### src/rtl/hilo_pkg.sv
// ============================================================================
//  Module      : hilo_pkg
//  Description : Shared definitions for the HI/LO unit: op codes, divider
//                state encoding and the data width.
//  Revision    : 1.0  initial release
// ============================================================================
`default_nettype none

package hilo_pkg;

    localparam int DATA_W = 32;

    localparam logic [2:0] c_op_none = 3'd0;
    localparam logic [2:0] c_op_mul  = 3'd1;
    localparam logic [2:0] c_op_mthi = 3'd2;
    localparam logic [2:0] c_op_mtlo = 3'd3;
    localparam logic [2:0] c_op_div  = 3'd4;
    localparam logic [2:0] c_op_divu = 3'd5;
    localparam logic [2:0] c_op_madd = 3'd6;
    localparam logic [2:0] c_op_msub = 3'd7;

    localparam logic [1:0] c_st_idle  = 2'd0;
    localparam logic [1:0] c_st_div   = 2'd1;
    localparam logic [1:0] c_st_fixup = 2'd2;

    // Conditional two's-complement negation, used for |x| and sign fixup.
    function automatic logic [DATA_W-1:0] cneg(input logic [DATA_W-1:0] v,
                                               input logic neg);
        return neg ? (~v + 1'b1) : v;
    endfunction

endpackage

`default_nettype wire

### src/rtl/hilo_divider.sv
// ============================================================================
//  Module      : hilo_divider
//  Description : Iterative restoring divider, one quotient bit per cycle,
//                with signed operand conditioning and result sign fixup.
//  Revision    : 1.0  initial release
// ============================================================================
`default_nettype none

module hilo_divider
    import hilo_pkg::*;
#(
    parameter int WIDTH = DATA_W
) (
    input  logic             Clk,
    input  logic             Reset,
    input  logic             i_start,
    input  logic             i_signed,
    input  logic [WIDTH-1:0] i_dividend,
    input  logic [WIDTH-1:0] i_divisor,
    output logic             o_busy,
    output logic             o_done,
    output logic [WIDTH-1:0] o_quotient,
    output logic [WIDTH-1:0] o_remainder
);

    localparam int              CW     = $clog2(WIDTH);
    localparam logic [CW-1:0]   c_last = CW'(WIDTH - 1);

    logic [1:0]       r_state;
    logic [CW-1:0]    r_count;
    logic [WIDTH-1:0] r_quot;
    logic [WIDTH-1:0] r_rem;
    logic [WIDTH-1:0] r_divisor;
    logic             r_qneg;
    logic             r_rneg;

    logic [WIDTH:0]   w_shift;
    logic [WIDTH:0]   w_trial;
    logic             w_qbit;

    // The dividend is shifted out of r_quot as quotient bits shift in.
    assign w_shift = {r_rem, r_quot[WIDTH-1]};
    assign w_trial = w_shift - {1'b0, r_divisor};
    assign w_qbit  = ~w_trial[WIDTH];

    always_ff @(posedge Clk or negedge Reset) begin
        if (!Reset) begin
            r_state   <= c_st_idle;
            r_count   <= '0;
            r_quot    <= '0;
            r_rem     <= '0;
            r_divisor <= '0;
            r_qneg    <= 1'b0;
            r_rneg    <= 1'b0;
        end else begin
            case (r_state)
                c_st_idle: begin
                    if (i_start) begin
                        r_quot    <= cneg(i_dividend, i_signed & i_dividend[WIDTH-1]);
                        r_divisor <= cneg(i_divisor, i_signed & i_divisor[WIDTH-1]);
                        r_rem     <= '0;
                        r_qneg    <= i_signed & (i_dividend[WIDTH-1] ^ i_divisor[WIDTH-1]);
                        r_rneg    <= i_signed & i_dividend[WIDTH-1];
                        r_count   <= '0;
                        r_state   <= c_st_div;
                    end
                end
                c_st_div: begin
                    r_rem   <= w_qbit ? w_trial[WIDTH-1:0] : w_shift[WIDTH-1:0];
                    r_quot  <= {r_quot[WIDTH-2:0], w_qbit};
                    r_count <= r_count + 1'b1;
                    if (r_count == c_last) begin
                        r_state <= c_st_fixup;
                    end
                end
                c_st_fixup: begin
                    r_state <= c_st_idle;
                end
                default: begin
                    r_state <= c_st_idle;
                end
            endcase
        end
    end

    assign o_busy      = (r_state != c_st_idle);
    assign o_done      = (r_state == c_st_fixup);
    assign o_quotient  = cneg(r_quot, r_qneg);
    assign o_remainder = cneg(r_rem, r_rneg);

endmodule

`default_nettype wire

### src/rtl/hilo_unit.sv
// ============================================================================
//  Module      : hilo_unit
//  Description : Architectural HI/LO register pair with MUL/MTHI/MTLO writes
//                and an iterative DIV/DIVU engine. Optional MADD/MSUB are
//                built when HILO_MADD_EN is defined.
//  Revision    : 1.0  initial release
// ============================================================================
`default_nettype none

module hilo_unit
    import hilo_pkg::*;
(
    input  logic              Clk,
    input  logic              Reset,
    input  logic              OpValid,
    input  logic [2:0]        HiLoOp,
    input  logic [63:0]       ALU64Result,
    input  logic [DATA_W-1:0] A,
    input  logic [DATA_W-1:0] B,
    output logic              Stall,
    output logic [DATA_W-1:0] HiOut,
    output logic [DATA_W-1:0] LoOut,
    output logic              DivByZero
);

    logic [DATA_W-1:0] r_hi;
    logic [DATA_W-1:0] r_lo;
    logic              r_dbz;

    logic              w_busy;
    logic              w_done;
    logic [DATA_W-1:0] w_quot;
    logic [DATA_W-1:0] w_rem;
    logic              w_accept;
    logic              w_is_div;
    logic              w_b_zero;
    logic              w_div_start;

    assign w_accept    = OpValid & ~w_busy;
    assign w_is_div    = (HiLoOp == c_op_div) || (HiLoOp == c_op_divu);
    assign w_b_zero    = (B == '0);
    assign w_div_start = w_accept & w_is_div & ~w_b_zero;

`ifdef HILO_MADD_EN
    logic [63:0] w_acc;
    // HiLoOp[0] separates MSUB (7) from MADD (6).
    assign w_acc = HiLoOp[0] ? ({r_hi, r_lo} - ALU64Result)
                             : ({r_hi, r_lo} + ALU64Result);
`endif

    hilo_divider #(
        .WIDTH (DATA_W)
    ) u_divider (
        .Clk         (Clk),
        .Reset       (Reset),
        .i_start     (w_div_start),
        .i_signed    (HiLoOp == c_op_div),
        .i_dividend  (A),
        .i_divisor   (B),
        .o_busy      (w_busy),
        .o_done      (w_done),
        .o_quotient  (w_quot),
        .o_remainder (w_rem)
    );

    always_ff @(posedge Clk or negedge Reset) begin
        if (!Reset) begin
            r_hi  <= '0;
            r_lo  <= '0;
            r_dbz <= 1'b0;
        end else begin
            r_dbz <= w_accept & w_is_div & w_b_zero;
            if (w_done) begin
                r_hi <= w_rem;
                r_lo <= w_quot;
            end else if (w_accept) begin
                case (HiLoOp)
                    c_op_mul:  {r_hi, r_lo} <= ALU64Result;
                    c_op_mthi: r_hi <= ALU64Result[63:32];
                    c_op_mtlo: r_lo <= ALU64Result[31:0];
`ifdef HILO_MADD_EN
                    c_op_madd,
                    c_op_msub: {r_hi, r_lo} <= w_acc;
`endif
                    default: ;
                endcase
            end
        end
    end

    assign Stall     = w_busy;
    assign HiOut     = r_hi;
    assign LoOut     = r_lo;
    assign DivByZero = r_dbz;

endmodule

`default_nettype wire

### config.mk
export PLATFORM = sky130hd
export DESIGN_NAME = hilo_unit
export DESIGN_NICKNAME = d
export VERILOG_FILES = /design/src/rtl/hilo_pkg.sv /design/src/rtl/hilo_divider.sv /design/src/rtl/hilo_unit.sv
export SDC_FILE = /design/constraint.sdc
export NUM_CORES = 1
export LEC_CHECK = 0
export ABC_AREA = 1
export BUFFER_PORTS_ARGS = -buffer_cell sky130_fd_sc_hd__buf_2
export CORE_UTILIZATION = 25
export DETAILED_ROUTE_END_ITERATION = 10
export PLACE_DENSITY_LB_ADDON = 0.25
export SYNTH_ARGS = -nofsm -noshare
export SYNTH_HDL_FRONTEND = slang
export SYNTH_SLANG_ARGS = --single-unit
### constraint.sdc
create_clock -name Clk -period 2.4 [get_ports Clk]
set_clock_uncertainty 0.05 [all_clocks]
set_input_delay 0.48 -clock Clk [delete_from_list [all_inputs] [get_ports Clk]]
set_output_delay 0.48 -clock Clk [all_outputs]
set_load 0.01 [all_outputs]
# Yosys cells after proc, flatten, opt, wreduce, memory -nomap -nowiden

Cells that the tools add are included.

Flip-flop bits (word level): 170
Bits of input ports: 134
Output and inout port bits: 66

Add/sub/neg operators: 6
Equal/unequal tests: 10
Multiplexer cells: 20
Bitwise operators: 15
Reduce and logical (&&, ||, !) cells: 15

Operators with widths:

| operator                                             | number |
|---|---|
| two-way mux 32 bit                                   | 13 |
| adder 32 x 1 -> 32 bit (second input constant)       | 4 |
| inverter 32 bit                                      | 4 |
| one-hot mux 32 bit (2 select lines)                  | 2 |
| subtractor 33 x 32 -> 33 bit                         | 1 |
| logical NOT 32 bit                                   | 1 |
| one-hot mux 5 bit (2 select lines)                   | 1 |
| AND reduction 2 bit                                  | 5 |
| nonzero test 2 bit                                   | 5 |
| AND 1 bit                                            | 7 |
| equality test 3 x 2 -> 1 bit (second input constant) | 2 |
| equality test 3 bit (second input constant)          | 2 |
| adder 5 x 1 -> 5 bit (second input constant)         | 1 |
| equality test 5 bit (second input constant)          | 1 |
| two-way mux 5 bit                                    | 1 |
| two-way mux 2 bit                                    | 2 |
| != test 2 x 1 -> 1 bit (second input constant)       | 2 |
| one-hot mux 2 bit (2 select lines)                   | 1 |
| OR reduction 2 bit                                   | 2 |
| equality test 3 x 1 -> 1 bit (second input constant) | 1 |
| inverter 1 bit                                       | 3 |
| equality test 2 x 1 -> 1 bit (second input constant) | 1 |
| equality test 2 bit (second input constant)          | 1 |
| logical NOT 2 bit                                    | 1 |
| other kinds (2)                                      | 2 |

# Depth between registers and ports, before layout

Gate-level depths: netlist (run 1).

Depth after elaboration: 7
Depth in mapped cells: 18
Gate-level depth less buffers: 17

# Modules after synthesis

A second synthesis (run 1) with hierarchy kept.

Cells, all modules: 2131
Area, all modules: 13805.7 um2

By module, submodules not included:

| module       | instances | cells each | area an instance (um2) | sequential area each (um2) |
|---|---|---|---|---|
| hilo_divider | 1         | 1667       | 10293.6                | 2627.5 |
| hilo_unit    | 1         | 464        | 3512.1                 | 1626.6 |

# Worst setup path before layout (run 1)

Ideal clock, no wire load.

Path type: reg-to-reg
From: reg u_divider.r_quot[31]
To: reg u_divider.r_rem[4]
Library setup time: 0.118 ns
Arrival: 2.026 ns
Slack: 0.206 ns
Stages on the path, launching flop included: 19
Buffers on the path: 1
Cell sequence: dfrtp_1 -> inv_1 -> ha_1 -> fa_1 -> inv_1 -> nand2_1 -> nand2_1 -> nand3_1 -> nand2_2 -> nand2_2 -> nand2_2 -> nand2_4 -> nand2_4 -> nand2_4 -> nand2_2 -> buf_6 -> nand2_1 -> nand3_1 -> nand2_1

Cells in the longest elaborated chain, start to end: 3

Ends and longest elaborated chain:

| item                                | RTL line           | text |
|---|---|---|
| start, declared                     | hilo_divider.sv:31 | `logic [WIDTH-1:0] r_quot;` |
| start signal, assigned              | hilo_divider.sv:59 | `r_quot <= cneg(i_dividend, i_signed & i_dividend[WIDTH-1]);` |
| start signal, assigned              | hilo_divider.sv:70 | `r_quot <= {r_quot[WIDTH-2:0], w_qbit};` |
| subtractor 33 x 32 -> 33 bit        | hilo_divider.sv:43 | `assign w_trial = w_shift - {1'b0, r_divisor};` |
| two-way mux 32 bit                  | hilo_divider.sv:69 | `r_rem <= w_qbit ? w_trial[WIDTH-1:0] : w_shift[WIDTH-1:0];` |
| one-hot mux 32 bit (2 select lines) | hilo_divider.sv:56 | `case (r_state)` |
| end signal, assigned                | hilo_divider.sv:69 |  |
| end, declared                       | hilo_divider.sv:32 | `logic [WIDTH-1:0] r_rem;` |

No other way between the ends.
A chain may end at the register's enable or synchronous reset.

# Final worst setup path (run 1)

From: reg u_divider.r_divisor[0]
To: reg u_divider.r_rem[27]

Cells in the longest elaborated chain, start to end: 3

Ends and longest elaborated chain:

| item                                | RTL line           | text |
|---|---|---|
| start, declared                     | hilo_divider.sv:33 | `logic [WIDTH-1:0] r_divisor;` |
| start signal, assigned              | hilo_divider.sv:60 | `r_divisor <= cneg(i_divisor, i_signed & i_divisor[WIDTH-1]);` |
| subtractor 33 x 32 -> 33 bit        | hilo_divider.sv:43 |  |
| two-way mux 32 bit                  | hilo_divider.sv:69 |  |
| one-hot mux 32 bit (2 select lines) | hilo_divider.sv:56 |  |

No other way between the ends.

==> reports/metrics.yaml, run 1 <==
grt_pass1_vias: 14400
fin_nets: 2608
use_met2_pct: 31.3
p_total_mw: 26.8
critPathMaxFanout: 6
ys.flop_type: "dfrtp_1"
status: "complete, no violations"
die_h_um: 236
ys_seq_elements: 170
dp_hpwl_um: 43400
pre_cts_slack_ps: 5.84
cp_data_required_time_ps: 2700
reg2reg_to: "u_divider.r_rem[27]"
antenna_found_initial: 3
ioPinCount: 200
netlist.area_leader.share_pct: 31.0
drive_gt1_share_pct: 20.1
end_kind: "flip-flop"
overflow: 0
wl_um: 53700
max-slew-margin-rel_pct: 49.8
synth_warnings: 0
clk_pin_slew_ps: 70
dr.pass1.iters: 6
synthTopCellsByCount: "nand2_1 (741), inv_1 (284), nor2_1 (216)"
ys_async_sr_fraction_pct: 100
syn_area_mm2: 0.0137
fin_crit_sh_pct: 97.5
crit_top_cell: "nand2_2"
area.growth.synth_to_final_pct: 26.7
finalMaxSlewViolations: 0
setup_viol: 0
setup_slack_ps: 59.7
fin_util_pct: 32.2
fillerInstances: 5990
p_leak_nw: 8.93
synth_edf_count: 0
path_depth: 17
synth.avg_cell_area_um2: 6.33
hold_violations: 0
p_per_area_mw_per_mm2: 1540
fin_tns_setup_ps: 0
multi_input_area_mm2: 0.00849
place.gp.congestion: 0.934
fp.coreArea_mm2: 0.0540
cts.sinks: 170
synth_area_leaders: "dfrtp_1 (31%), nand2_1 (20%), inv_1 (7.8%)"
numCtsBuffers: 17
vias_per_cell: 4.73
yosys.cell_types.count: 52
h-tree-depth: 4
ctsLongestPathBuffers: 2
met1_usage_pct: 25.8
regArea_mm2: 0.00426
r2r_cells: 17
synth-seq-area-share_pct: 31.0
grt_max_degree: 77
hp-class: "primary input to flip-flop"
cpPeakStageDelay_ps: 410
arrival_ps: 2640
r2r-start: "u_divider.r_divisor[0]"
grtUsageMet3_pct: 2.56
grt_pass1_wl_um: 82300
row_count: 85
syn_inst: 2167
drc_errors: 0
post_drt_wl_per_cell_um: 17.1
maxCapViolCount: 0
grt-busiest-layer: "met2"
path_delay_family: "simple AND/OR/NAND/NOR gates"
yosys.cell_count.top_type: "nand2_1"
fp.dieArea_mm2: 0.0558
ir_drop_mv: 0.846
rsz0062_at_grt: "true"
syn_nets: 2340
min_period_ps: 2340
port_buffers: 199
antenna_left: 0
yosysTopAreaCell: "dfrtp_1"
reg2reg_slack_ps: 60
critPathLaunchType: "flip-flop"
clock-root-buffer: "clkbuf_16"
drtIter0Drc: 981
track_usage_pct: 19.1
path_buf_inv: 2
tritoncts: "yes"
initial_utilization_pct: 25.4
die_x_um: 236
timing.fmax_mhz: 427
cp-endpoint: "u_divider.r_rem[27]"
hold_depth: 3
cp_cell_sequence: "ha_4, fa_2, inv_2, nand2_1, nand2_1, nand3_1, nand2_2, nand2_2, nand2_2, nand2_4, nand2_4, nand2_8, nand2_8, clkbuf_16, nand2_2, nand3_2, nand2_1"
hold_ws_ps: 210
crit_type: "flip-flop to flip-flop"
startpoint: "u_divider.r_divisor[0]"
num_vias: 14900
crit_slowest_cell: "dfrtp_1"
worst_pin_slew_ps: 745
insertion_delay_ps: 470
[logic make-up (layout without fill, tap and decap cells)]
logic type	after synthesis	after routing	synth area share, %
compound gates	244	244	10.7
xor+xnor	78	78	4.98
fa+ha+maj	39	39	3.61
buf+inv	366	647	10.5
flops	170	170	31.0
mux	6	6	0.492
other cells	0	2	0
simple gates	1264	1264	38.7
[repair_timing]
action | CTS | global route
gates resized for setup | 0 | 108
endpoints found under the setup margin | 1 | 42
endpoints found under the hold margin | 7 | 0
hold buffers | 1 | 0
buffers inserted | 0 | 4
gates cloned | 0 | 1
pin swaps | 0 | 18
[power by group]
group	switching (mW)	leakage, nW	total [mW]	internal (mW)
Clock	1.41	0.267	2.87	1.46
Sequential	1.17	2.08	5.46	4.29
Combinational	11.4	6.57	18.5	7.11
[tightest hold or removal path, cell delays in order]
cell and delay (ps):
buf_2 80, o211ai_1 90, nand2_1 50
[layout make-up]
class                           count  area share, %
Multi-Input combinational cell   1631           48.8
Sequential cell                   170           24.5
Timing Repair Buffer              317           11.9
Inverter                          298           6.49
Tap cell                          696           5.01
Clock buffer                       19           2.49
Clock inverter                     13          0.799
Antenna cell                        2         0.0288
[through the flow]
stage	std cells	instance area, um^2
finish	3146	17400
CTS	3139	16800
floorplan	2167	13700
global route	3145	17400
detailed placement	3106	16200
global placement	3106	16200
[cell usage in the layout, fill, tap and decap left out, types with 4 or more instances in the layout]
master      instances
nand2_1           720
inv_1             270
nor2_1            211
buf_2             198
nand3_1           182
dfrtp_1           167
buf_4             101
o21ai_0            94
xor2_1             61
a21oi_1            58
o221ai_1           29
nand4_1            25
inv_2              24
nand2_2            24
nand3_2            22
ha_1               21
o211ai_1           20
clkbuf_16          18
xnor2_1            16
nor3_1             15
ha_4               15
nand3b_1           14
nor2_2             13
buf_12             11
nand2_4             9
nor3_2              8
o22ai_1             8
o21ai_1             8
o21bai_1            6
mux2_2              6
a31oi_1             5
a21oi_2             5
and2_1              5
clkinvlp_4          5
buf_6               4
[metal layers]
| metal | wire length (um) | part of all wire, % |
|---|---|---|
| met1 | 24900 | 46 |
| met2 | 24900 | 46 |
| met3 | 2260 | 4.2 |
| met4 | 1550 | 2.9 |
| met5 | 10 | 0.019 |
[worst min path at each step]
stage	start	to
finish	ALU64Result[40]	HiOut[8]
global route	ALU64Result[44]	HiOut[12]
CTS	ALU64Result[44]	HiOut[12]
detailed placement	Reset	HiOut[30]
global placement	Reset	HiOut[30]
floorplan	Reset	DivByZero
[flip-flops by register name, summed over array words and instances (netlist names)]
name                 count
u_divider.r_quot        32
u_divider.r_divisor     32
LoOut                   32
u_divider.r_count        5
u_divider.r_state        2
u_divider.r_rem         32
DivByZero                1
u_divider.r_qneg         1
HiOut                   32
u_divider.r_rneg         1
No activity file was read; power rests on OpenSTA's default activity.
==> run 2, diff against run 1 <==
- CORE_UTILIZATION: 25 -> 53
- CTS_CLUSTER_DIAMETER: default -> 100
==> run 2 against run 1 <==
  * Die area decreased by 52%
  * Global-route usage increased by 16 points
  * Design area decreased by 4.8%
  * The flow now finishes with violations (negative setup slack)
  * First-iteration DRC count increased by 56%
  * Routed wire length decreased by 13%
  * Sequential share of layout area increased by 1.2 points
  * Largest power group unchanged
  * Largest cell class unchanged
  * Register-to-register slack got worse by 70 ps
  * Non-clock buffer count decreased by 36
  * Critical endpoint unchanged
  * Combinational power decreased by 3%
  * Flip-flop and latch count unchanged
==> reports/metrics.yaml, run 2 (same netlist as run 1, synthesis figures left out) <==
status: "finished with violations"
violations: "negative setup slack"
fp.dieArea_mm2: 0.0265
dp_hpwl_um: 36700
hp-class: "primary input to flip-flop"
worst_pin_slew_ps: 733
fin_nets: 2572
tritoncts: "yes"
grt_pass1_vias: 13600
hold_violations: 0
max-slew-margin-rel_pct: 50.6
drive_gt1_share_pct: 18.7
p_leak_nw: 8.78
setup_viol: 2
end_kind: "flip-flop"
antenna_left: 0
ir_drop_mv: 0.843
min_period_ps: 2410
track_usage_pct: 34.9
cts.sinks: 170
port_buffers: 199
insertion_delay_ps: 440
numCtsBuffers: 17
startpoint: "u_divider.r_rem[4]"
cp-endpoint: "u_divider.r_rem[27]"
layout.cells.most_common: "nand2_1"
critPathMaxFanout: 8
area.growth.synth_to_final_pct: 20.6
num_vias: 15100
cp_data_required_time_ps: 2670
clock-root-buffer: "clkbuf_16"
drc_errors: 0
crit_top_cell: "nand2_4"
post_drt_wl_per_cell_um: 17.1
ioPinCount: 200
antenna_found_initial: 2
overflow: 0
hold_ws_ps: 247
die_h_um: 163
place.gp.congestion: 0.951
fillerInstances: 2371
final_cell_mix: "nand2_1 (717), inv_1 (269), nor2_1 (211), buf_2 (198), nand3_1 (184)"
cpPeakStageDelay_ps: 460
fp.coreArea_mm2: 0.0253
grt_max_degree: 53
maxCapViolCount: 0
h-tree-depth: 4
wl_met3_um: 2960
p_per_area_mw_per_mm2: 1580
multi_input_area_mm2: 0.00842
grt_pass1_wl_um: 71900
r2r_cells: 15
row_count: 58
ctsLongestPathBuffers: 2
wl_um: 46900
timing.fmax_mhz: 416
cp_cell_sequence: "ha_1, nand2_1, nor2_1, nand3_2, nand2_4, nand2_4, nand2_4, nand2_4, nand2_4, nand2_8, nand2_8, buf_12, nand2_2, nand3_2, nand2_1"
crit_slowest_cell: "dfrtp_1"
clk_pin_slew_ps: 70
r2r-start: "u_divider.r_rem[4]"
met2WireLength_um: 21700
fin_crit_sh_pct: 100
reg2reg_slack_ps: -6
hold_depth: 3
arrival_ps: 2680
critPathLaunchType: "flip-flop"
crit_type: "flip-flop to flip-flop"
rsz0062_at_grt: "true"
fin_util_pct: 65.5
drtIter0Drc: 1530
top_layer_used: "met5"
regArea_mm2: 0.00426
setup_slack_ps: -5.97
initial_utilization_pct: 54.3
vias_per_cell: 5.51
dr.pass1.iters: 5
worstHoldStart: "ALU64Result[12]"
reg2reg_to: "u_divider.r_rem[27]"
die_x_um: 163
wl_met1_um: 20600
finalMaxSlewViolations: 0
-- run 2: cell type report --
cell class              count  area share (%)
multi-input cells        1631            50.9
flip-flops and latches    170            25.7
repair buffers            281            10.6
inverters                 298            6.77
clock buffers              18            2.65
well taps                 330            2.50
clock inverters            14           0.885
diodes                      1          0.0151
-- run 2: report_power, final --
| part | leakage (nW) | switching, mW | internal, mW |
|---|---|---|---|
| clock network | 0.291 | 1.37 | 1.42 |
| logic | 6.40 | 11.4 | 6.51 |
| registers | 2.09 | 1.14 | 4.28 |
| total | 8.78 | 13.9 | 12.2 |
-- run 2: how the worst min path moves through the flow --
stage / end / slack [ps]
2_1_floorplan: DivByZero / 130
3_3_place_gp: u_divider.r_rem[28] / 350
3_5_place_dp: u_divider.r_rem[21] / 350
4_1_cts: LoOut[12] / 240
5_1_grt: HiOut[14] / 260
6_report: LoOut[12] / 250
-- run 2: metal layers --
metal	vias to the layer above	global-route usage, %
met4	2	12.9
li1	7378	-
met1	7021	47.8
met2	611	56.3
met3	104	4.53
met5	-	0
-- run 2: repair_timing --
action / in CTS / in global routing
gates cloned: 0 / 1
hold buffers: 1 / 0
pin swaps: 0 / 21
setup buffers: 0 / 7
setup endpoints to repair: 18 / 39
resized for setup: 1 / 97
hold endpoints to repair: 31 / 0
-- run 2: through the flow --
step / setup slack, ps / TNS (ps) / power [mW] / area, um^2 / instances
CTS: 4.53 / 0 / 24.1 / 16100 / 2734
global route: -112 / -1550 / 28.1 / 16500 / 2743
finish: -5.97 / -11.9 / 26.1 / 16500 / 2743
global placement: 70.9 / 0 / 21.0 / 15500 / 2701
floorplan: 206 / 0 / 15.9 / 13700 / 2167
detailed placement: -24.3 / -38.9 / 21.2 / 15500 / 2701
-- run 2: worst max-delay path, delay by kind of cell, from the launching register on --
kind	cells	cell delay (ps)
fa+ha+maj	1	380
buf+inv	1	150
flops	1	460
simple gates	13	1240
==> run 3, diff against run 2 <==
- clock period: 2.4 -> 1.99 ns (I/O delays scaled with it)
==> run 3 against run 2 <==
  * The flow still finishes with violations (negative setup slack)
  * Clock power up 30%
  * Die area unchanged
  * Utilization up 9.3 points
  * Largest power group unchanged
  * First-iteration DRC count up 16%
==> reports/metrics.yaml, run 3 (same netlist as run 1, synthesis figures left out) <==
status: "finished with violations"
violations: "negative setup slack"
drive_gt1_share_pct: 28.5
hold_depth: 3
hp-class: "primary input to flip-flop"
port_buffers: 199
arrival_ps: 2730
die_h_um: 163
dp_hpwl_um: 40500
area.growth.synth_to_final_pct: 37.6
overflow: 0
r2r-start: "u_divider.r_divisor[0]"
max-slew-margin-rel_pct: 64.6
initial_utilization_pct: 54.3
fin_area_mm2: 0.0189
fin_crit_sh_pct: 122
crit_type: "flip-flop to flip-flop"
p_leak_nw: 9.94
tritoncts: "yes"
fillerInstances: 2085
insertion_delay_ps: 450
netSwitchingPower_mw: 18.9
track_usage_pct: 38.6
end_kind: "flip-flop"
fin_nets: 2795
antenna_left: 0
fp.dieArea_mm2: 0.0265
p_per_area_mw_per_mm2: 1970
timing.fmax_mhz: 411
min_to: "LoOut[19]"
drc_errors: 0
worst_pin_slew_ps: 526
fin_util_pct: 74.8
num_vias: 16500
h-tree-depth: 4
ir_drop_mv: 1.05
final_cell_mix: "nand2_1 (716), buf_4 (271), inv_1 (263), buf_2 (198), nor2_1 (188)"
hold_violations: 0
placed_area_mm2: 0.0171
final_cell_count_no_fill: 2966
wl_um: 52500
wl_met3_um: 4860
rsz0062_at_grt: "true"
place.gp.congestion: 1.10
comb_power_share_pct: 72.5
die_x_um: 163
post_drt_wl_per_cell_um: 17.7
clk_pin_slew_ps: 90
setup_slack_ps: -441
layout.cells.most_common: "nand2_1"
r2r_cells: 16
min_period_ps: 2430
grt_max_degree: 50
sw_frac_of_total_pct: 50.6
clock-root-buffer: "clkbuf_16"
reg2reg_slack_ps: -440
grt_pass1_wl_um: 79300
worstHoldStart: "ALU64Result[19]"
top_layer_used: "met4"
antenna_found_initial: 1
grt_pass1_vias: 15100
cp_data_required_time_ps: 2290
maxCapViolCount: 0
cts.sinks: 170
numCtsBuffers: 17
p_int_mw: 18.4
drtIter0Drc: 1774
dr.pass1.iters: 6
fp.coreArea_mm2: 0.0253
clkPwrFrac_pct: 9.7
p_total_mw: 37.3
critPathMaxFanout: 10
finalMaxSlewViolations: 0
setup_viol: 34
row_count: 58
hold_ws_ps: 154
p_seq_share_pct: 17.8
met2WireLength_um: 23800
reg2reg_to: "u_divider.r_rem[25]"
vias_per_cell: 5.57
place_inst: 2898
critPathLaunchType: "flip-flop"
wl_met1_um: 21400
ctsLongestPathBuffers: 2
ioPinCount: 200
==> run 3: changes by cell type in the layout (fill, tap and decap cells not counted), sizes merged <==
cell	before	now
buf	279	498
nand2	755	758
bufinv	0	1
clkinv	6	7
inv	306	302
clkinvlp	0	3
==> run 3: worst max path at each step <==
stage / to / slack, ps / startpoint
after floorplan: u_divider.r_rem[7] / -100 / u_divider.r_divisor[0]
after global placement: u_divider.r_rem[30] / -440 / u_divider.r_divisor[10]
after detailed placement: u_divider.r_rem[30] / -450 / u_divider.r_divisor[10]
after CTS: u_divider.r_rem[12] / -250 / u_divider.r_divisor[0]
after global routing: u_divider.r_rem[25] / -510 / u_divider.r_divisor[0]
final: u_divider.r_rem[25] / -440 / u_divider.r_divisor[0]
==> run 3: layer usage <==
| metal | up-vias | global-route usage [%] |
|---|---|---|
| met4 | 0 | 15.9 |
| met1 | 7606 | 51.0 |
| met2 | 893 | 60.8 |
| met5 | - | 0 |
| li1 | 7823 | - |
| met3 | 196 | 8.53 |
==> run 3: power by group through the flow <==
stage,registers [mW],logic (mW),clock network (mW)
detailed placement,6.45,22.7,0
global route,6.73,29.2,3.76
global placement,6.39,22.3,0
floorplan,6.52,12.8,0
finish,6.63,27.0,3.64
CTS,6.49,24.3,3.62
==> run 3: layout make-up <==
class                   instances  area (um^2)  share of cell area (%)
well taps                     330          413                    2.19
repair buffers                501         3620                    19.1
flip-flops and latches        170         4260                    22.6
clock inverters                15          211                    1.12
clock buffers                  17          425                    2.25
multi-input cells            1634         8820                    46.7
inverters                     298         1130                    6.00
diodes                          1         2.50                  0.0133
==> run 3: what timing repair did <==
item | 4_1_cts | 5_1_grt
resized for setup | 64 | 134
hold buffers | 1 | 0
endpoints found under the hold margin | 36 | 0
pin swaps | 10 | 42
setup endpoints to repair | 56 | 93
buffers inserted | 14 | 15
cloned | 2 | 4
==> run 3: through the flow <==
| stage | setup TNS, ps | worst slack [ps] |
|---|---|---|
| detailed placement | -18550 | -447 |
| global placement | -15340 | -443 |
| CTS | -7950 | -251 |
| global route | -15570 | -511 |
| floorplan | -2700 | -98.8 |
| finish | -12700 | -441 |
==> run 3: critical path: stages (launching register included) <==
cell     delay, ps
dfrtp_1        410
ha_4           170
fa_2           350
inv_2           80
nand2_1         50
nand2_1         80
nand3_2         90
nand2_2        110
nand2_2         80
nand2_2        100
nand2_4        110
nand2_8        120
nand2_8        100
nand2_4        180
nand2_1         90
nand3_1        100
nand2_1         50
